===== src/rtl/ex_ctrl_pkg.sv =====
// Shared types and helpers for the Execute-stage hazard controller.
package ex_ctrl_pkg;

  localparam int unsigned SLOT_RD_W = 5;
  localparam logic [SLOT_RD_W-1:0] XZR = 5'd31;

  typedef enum logic [1:0] {
    FWD_REG = 2'd0,
    FWD_MEM = 2'd1,
    FWD_WB  = 2'd2
  } fwd_sel_t;

  typedef enum logic {
    RUN     = 1'b0,
    MULWAIT = 1'b1
  } state_t;

  typedef struct packed {
    logic                 valid;
    logic [SLOT_RD_W-1:0] rd;
    logic                 regwrite;
    logic                 memread;
    logic                 ismul;
  } slot_t;

  // Forwarding select for one source register; the Ex producer wins over Mem.
  function automatic fwd_sel_t fwd_pick(input logic [SLOT_RD_W-1:0] r,
                                        input logic                 used,
                                        input logic [SLOT_RD_W-1:0] zero,
                                        input slot_t                ex,
                                        input slot_t                mem);
    fwd_pick = FWD_REG;
    if (used && (r != zero)) begin
      if (ex.valid && ex.regwrite && (ex.rd == r)) begin
        fwd_pick = FWD_MEM;
      end else if (mem.valid && mem.regwrite && (mem.rd == r)) begin
        fwd_pick = FWD_WB;
      end
    end
  endfunction

endpackage


===== src/rtl/hazard_slot_pipe.sv =====
// Shadow pipe of destination-register info for the Ex and Mem slots.
// The Wb slot is not stored: Wb matches are never forwarded or stalled on,
// since the register file writes before it reads.
module hazard_slot_pipe
  import ex_ctrl_pkg::*;
(
  input  logic  clk,
  input  logic  reset,
  input  logic  hold,
  input  slot_t id_slot,
  output slot_t ex_slot,
  output slot_t mem_slot
);

  // Advance ID -> Ex -> Mem each cycle; on hold keep Ex and bubble Mem.
  always_ff @(posedge clk) begin
    if (reset) begin
      ex_slot  <= '0;
      mem_slot <= '0;
    end else if (hold) begin
      mem_slot <= '0;
    end else begin
      ex_slot  <= id_slot;
      mem_slot <= ex_slot;
    end
  end

endmodule


===== src/rtl/ex_hazard_ctrl.sv =====
// Execute-stage pipeline controller: forwarding selects, load-use stall,
// branch squash and multi-cycle MUL hold sequencing.
module ex_hazard_ctrl
  import ex_ctrl_pkg::*;
#(
  parameter int unsigned REG_W    = 5,
  parameter int unsigned ZERO_REG = 31,
  parameter int unsigned MUL_LAT  = 4
) (
  input  logic             clk,
  input  logic             reset,
  input  logic             IdValid,
  input  logic [REG_W-1:0] IdRa,
  input  logic [REG_W-1:0] IdRb,
  input  logic             IdUsesRa,
  input  logic             IdUsesRb,
  input  logic [REG_W-1:0] IdRd,
  input  logic             IdRegWrite,
  input  logic             IdMemRead,
  input  logic             IdIsMul,
  input  logic             ExBrTaken,
  output logic [1:0]       ForwardDa,
  output logic [1:0]       ForwardDb,
  output logic             PCWrite,
  output logic             IfIdWrite,
  output logic             IfIdFlush,
  output logic             IdExFlush,
  output logic             ExHold,
  output logic             MemBubble
);

  localparam int unsigned     CNT_W = $clog2(MUL_LAT) + 1;
  localparam logic [REG_W-1:0] ZR   = REG_W'(ZERO_REG);

  state_t           state, state_nxt;
  logic [CNT_W-1:0] cnt, cnt_nxt;
  slot_t            id_slot, ex_slot, mem_slot;
  fwd_sel_t         fwd_a, fwd_b;
  logic             load_use;

  hazard_slot_pipe u_slots (
    .clk      (clk),
    .reset    (reset),
    .hold     (ExHold),
    .id_slot  (id_slot),
    .ex_slot  (ex_slot),
    .mem_slot (mem_slot)
  );

  // Slot presented by ID; becomes a bubble when squashed or empty.
  always_comb begin
    id_slot          = '0;
    id_slot.valid    = IdValid && !IdExFlush;
    id_slot.rd       = IdRd;
    id_slot.regwrite = IdRegWrite;
    id_slot.memread  = IdMemRead;
    id_slot.ismul    = IdIsMul;
  end

  // Load in Ex feeding a used ID source (masked while a MUL is held).
  always_comb begin
    load_use = (state == RUN) && IdValid && ex_slot.valid && ex_slot.memread &&
               (ex_slot.rd != ZR) &&
               ((IdUsesRa && (IdRa == ex_slot.rd)) ||
                (IdUsesRb && (IdRb == ex_slot.rd)));
  end

  // Next state, MUL wait counter and pipeline control outputs.
  always_comb begin
    state_nxt = state;
    cnt_nxt   = cnt;
    PCWrite   = 1'b1;
    IfIdWrite = 1'b1;
    IfIdFlush = 1'b0;
    IdExFlush = 1'b0;
    ExHold    = 1'b0;
    MemBubble = 1'b0;
    case (state)
      RUN: begin
        if (ExBrTaken) begin
          IfIdFlush = 1'b1;
          IdExFlush = 1'b1;
        end else if (load_use) begin
          PCWrite   = 1'b0;
          IfIdWrite = 1'b0;
          IdExFlush = 1'b1;
        end
        // Enter the wait on the edge the MUL lands in Ex, so the RUN cycle
        // that follows the wait (MUL still in Ex) does not re-trigger it.
        if (IdValid && IdIsMul && !IdExFlush && (MUL_LAT > 1)) begin
          state_nxt = MULWAIT;
          cnt_nxt   = CNT_W'(MUL_LAT - 2);
        end
      end
      MULWAIT: begin
        ExHold    = 1'b1;
        MemBubble = 1'b1;
        PCWrite   = 1'b0;
        IfIdWrite = 1'b0;
        if (cnt == '0) begin
          state_nxt = RUN;
        end else begin
          cnt_nxt = cnt - CNT_W'(1);
        end
      end
      default: state_nxt = RUN;
    endcase
  end

  // State and counter registers.
  always_ff @(posedge clk) begin
    if (reset) begin
      state <= RUN;
      cnt   <= '0;
    end else begin
      state <= state_nxt;
      cnt   <= cnt_nxt;
    end
  end

  // Forwarding selects for the instruction entering Ex; bubbles get 0.
  always_ff @(posedge clk) begin
    if (reset) begin
      fwd_a <= FWD_REG;
      fwd_b <= FWD_REG;
    end else if (!ExHold) begin
      if (id_slot.valid) begin
        fwd_a <= fwd_pick(IdRa, IdUsesRa, ZR, ex_slot, mem_slot);
        fwd_b <= fwd_pick(IdRb, IdUsesRb, ZR, ex_slot, mem_slot);
      end else begin
        fwd_a <= FWD_REG;
        fwd_b <= FWD_REG;
      end
    end
  end

  assign ForwardDa = fwd_a;
  assign ForwardDb = fwd_b;

endmodule


===== config.mk =====
export PLATFORM = sky130hd
export DESIGN_NAME = ex_hazard_ctrl
export DESIGN_NICKNAME = d
export VERILOG_FILES = /design/src/rtl/ex_ctrl_pkg.sv /design/src/rtl/hazard_slot_pipe.sv /design/src/rtl/ex_hazard_ctrl.sv
export SDC_FILE = /design/constraint.sdc
export NUM_CORES = 1
export LEC_CHECK = 0
export CAP_MARGIN = 20
export CORE_MARGIN = 1.5
export CORE_UTILIZATION = 60
export DETAILED_ROUTE_END_ITERATION = 8
export DONT_BUFFER_PORTS = 1
export PLACE_DENSITY = 0.83
export SLEW_MARGIN = 20
export SYNTH_ARGS = -nofsm -noshare
export SYNTH_HDL_FRONTEND = slang
export SYNTH_SLANG_ARGS = --single-unit

===== constraint.sdc =====
create_clock -name clk -period 4 [get_ports clk]
set_clock_uncertainty 0.2 [all_clocks]
set_input_delay 1 -clock clk [delete_from_list [all_inputs] [get_ports clk]]
set_output_delay 1 -clock clk [all_outputs]
set_load 0.02 [all_outputs]

==> flow_summary.toml <==
[clock_tree]
cts_made_buffers = 3
cts.sinks = 23
post_cts_resized = 0
cts_root_buffer = "clkbuf_4"
clock_latency_ns = 0.32
htree_levels = 1
cts_hold_buf = 0
clk_path_buf_depth = 2
cts_tree = "done"
clkSlewWorstSetupHoldPaths_ns = 0.11
postCtsSetupBuffers = 0

[grt]
grt_pass1_vias = 884
grt_max_degree = 17
gr-total-overflow = 0
track_usage_pct = 24.2
grt_pass1_wl_mm = 3.70
antenna_found_initial = 0

[min_path]
hp-class = "reg -> reg"

[floorplanning]
die_w_um = 47.5
initial_utilization_pct = 66.0
ioPinCount = 34
core-area_um2 = 1800
fp.dieH_um = 47.5
rows = 15
die_area_um2 = 2260

[logic_synthesis]
synth_cell_types = 33
synth_flop_cell = "dfxtp_1"
synthCells = 129
synth_seq_cells = 23
synthArstFlopShare_pct = 0
synth_nets = 155
synth-seq-area-share_pct = 38.7
synth_edf_count = 0
yosys.area.top_type = "dfxtp_1"
yosysWarnings = 0
synth_area_leaders = "dfxtp_1 39%, xnor2_1 8.8%, mux2i_1 5.9%, xor2_1 5.9%, nor2_1 4.4%"
avgSynthCellArea_um2 = 9.21
synth.top_cell.area_share_pct = 38.7
syn_area_um2 = 1190

[routing]
vias_per_cell = 5.78
routed_wl_mm = 2.34
ant_nets = 0
drt_iter0_markers = 38
wl_per_cell_um = 15.0
drcViolationCount = 0
num_vias = 902
firstDrtPassIters = 4

[worst_setup_path]
startpoint_type = "input pin"
criticalPathCategory = "in -> out"
end_kind = "output port"
required_ns = 2.80
crit_arrival_ns = 2.03
critPathMaxFanout = 5

[final_layout]
drive_gt1_share_pct = 9.92
area_delta_synth_final_pct = 4.21
fill_cells = 167
layout.nets = 158
antenna_cells = 0

[sta]
rsz0062_at_grt = "no"
min_period_ns = 3.23
finalHoldViolCount = 0
setup_viol = 0
tightest_slew_ns = 0.447
setup_tns_ns = 0
slew_headroom_pct = 70.1
finalMaxSlewViolations = 0
fmax_mhz = 310
hold_slack_ns = 0.336
fin_crit_sh_pct = 80.7

[pwr]
ir_drop_mv = 0.272
pwr_density_cell_nw_per_um2 = 330
p_leak_uw = 0.000443

[outcome]
status = "finished, final reports clean"

[run]
drv_cap = 0

[placed_design]
portBuffers = 0
dpl.hpwl_mm = 1.83
gp_congestion = 0.958
cell type report:
type,count,area [um2],share of cell area [%]
Clock buffer,4,26.3,2.12
Inverter,4,15.0,1.21
Multi-Input combinational cell,98,691,55.8
Sequential cell,23,460,37.2
Tap cell,25,31.3,2.53
Timing Repair Buffer,2,15.0,1.21
Yosys cell counts, types with 2 or more instances:
cell        n
nand3_2     2
nand3_1     8
mux2i_1     7
and2_1      7
ha_1        2
nor4_1      2
nor2_1     14
xor2_1      8
dfxtp_1    23
nor2b_1     2
inv_1       4
xnor2_1    12
o2111ai_1   2
o21ai_1     4
nand2_1     9
and3_1      3
nor3_1      3
buf_4       2
power breakdown:
part	internal, uW	total (uW)	leakage (uW)	switching (uW)
Combinational	26.4	55.4	0.000240	29.0
Clock	39.1	106	0.0000150	66.8
Sequential	238	248	0.000189	9.67
Total	303	409	0.000443	105
worst max-delay path, cell delays in order:
cell	delay, ns
xnor2_1	0.15
nand3_2	0.13
o22ai_2	0.25
a31oi_4	0.15
nor2_1	0.34
layer usage:
layer / global-route usage (%) / up-vias / share of wire, % / routed length [um]
met4: 11.7 / 0 / 2.1 / 48
met2: 41.9 / 47 / 49 / 1150
li1: - / 445 / - / -
met5: 0 / - / 0 / 0
met3: 7.17 / 5 / 8.0 / 187
met1: 27.0 / 405 / 41 / 957
metrics by stage:
step / power (uW) / instance area (um2) / setup slack (ns) / instances / utilization [%]
2_1_floorplan: 299 / 1190 / 0.743 / 129 / -
3_3_place_gp: 305 / 1210 / 0.793 / 152 / 67.3
3_5_place_dp: 308 / 1210 / 0.768 / 152 / 67.3
4_1_cts: 414 / 1240 / 0.763 / 156 / 68.8
5_1_grt: 429 / 1240 / 0.686 / 156 / 68.8
6_report: 409 / 1240 / 0.770 / 156 / 68.8
logic make-up (layout without fill, tap and decap cells):
logic type	after synthesis	after routing	share of synthesized area, %
adder cells (fa/ha/maj)	2	2	2.10
flip-flops	23	23	38.7
multiplexers	7	7	5.89
AO/OA/AOI/OAI	15	15	11.2
AND/OR/NAND/NOR	54	54	24.2
XOR/XNOR	20	20	14.7
buffers and inverters	8	10	3.16
path summary, 6_finish.rpt:
path	cells after the start	endpoint	startpoint	slack (ns)
setup / recovery	5	IdExFlush	IdRb[4]	0.77
hold / removal	2	u_slots.ex_slot[1]	u_slots.ex_slot[1]	0.34
setup reg to reg	5	ForwardDb[0]	state	2.23
hold reg to reg	2	u_slots.ex_slot[1]	u_slots.ex_slot[1]	0.34
cells in the final DEF (no fill, tap or decap), types with 2 or more instances in the layout:
master,count
inv_1,4
o21ai_1,4
and3_1,3
nor4_1,2
nand3_1,8
nor2b_1,2
xor2_1,8
clkbuf_4,3
nand3_2,2
xnor2_1,12
and2_1,7
nor3_1,3
nor2_1,14
buf_4,2
dfxtp_1,23
o2111ai_1,2
ha_1,2
mux2i_1,7
nand2_1,9
registers in the layout, indices dropped and copies added (netlist names):
register	flops
ForwardDa	2
cnt	3
u_slots.ex_slot	8
u_slots.mem_slot	7
ForwardDb	2
state	1
(Power assumes the default switching activity.)
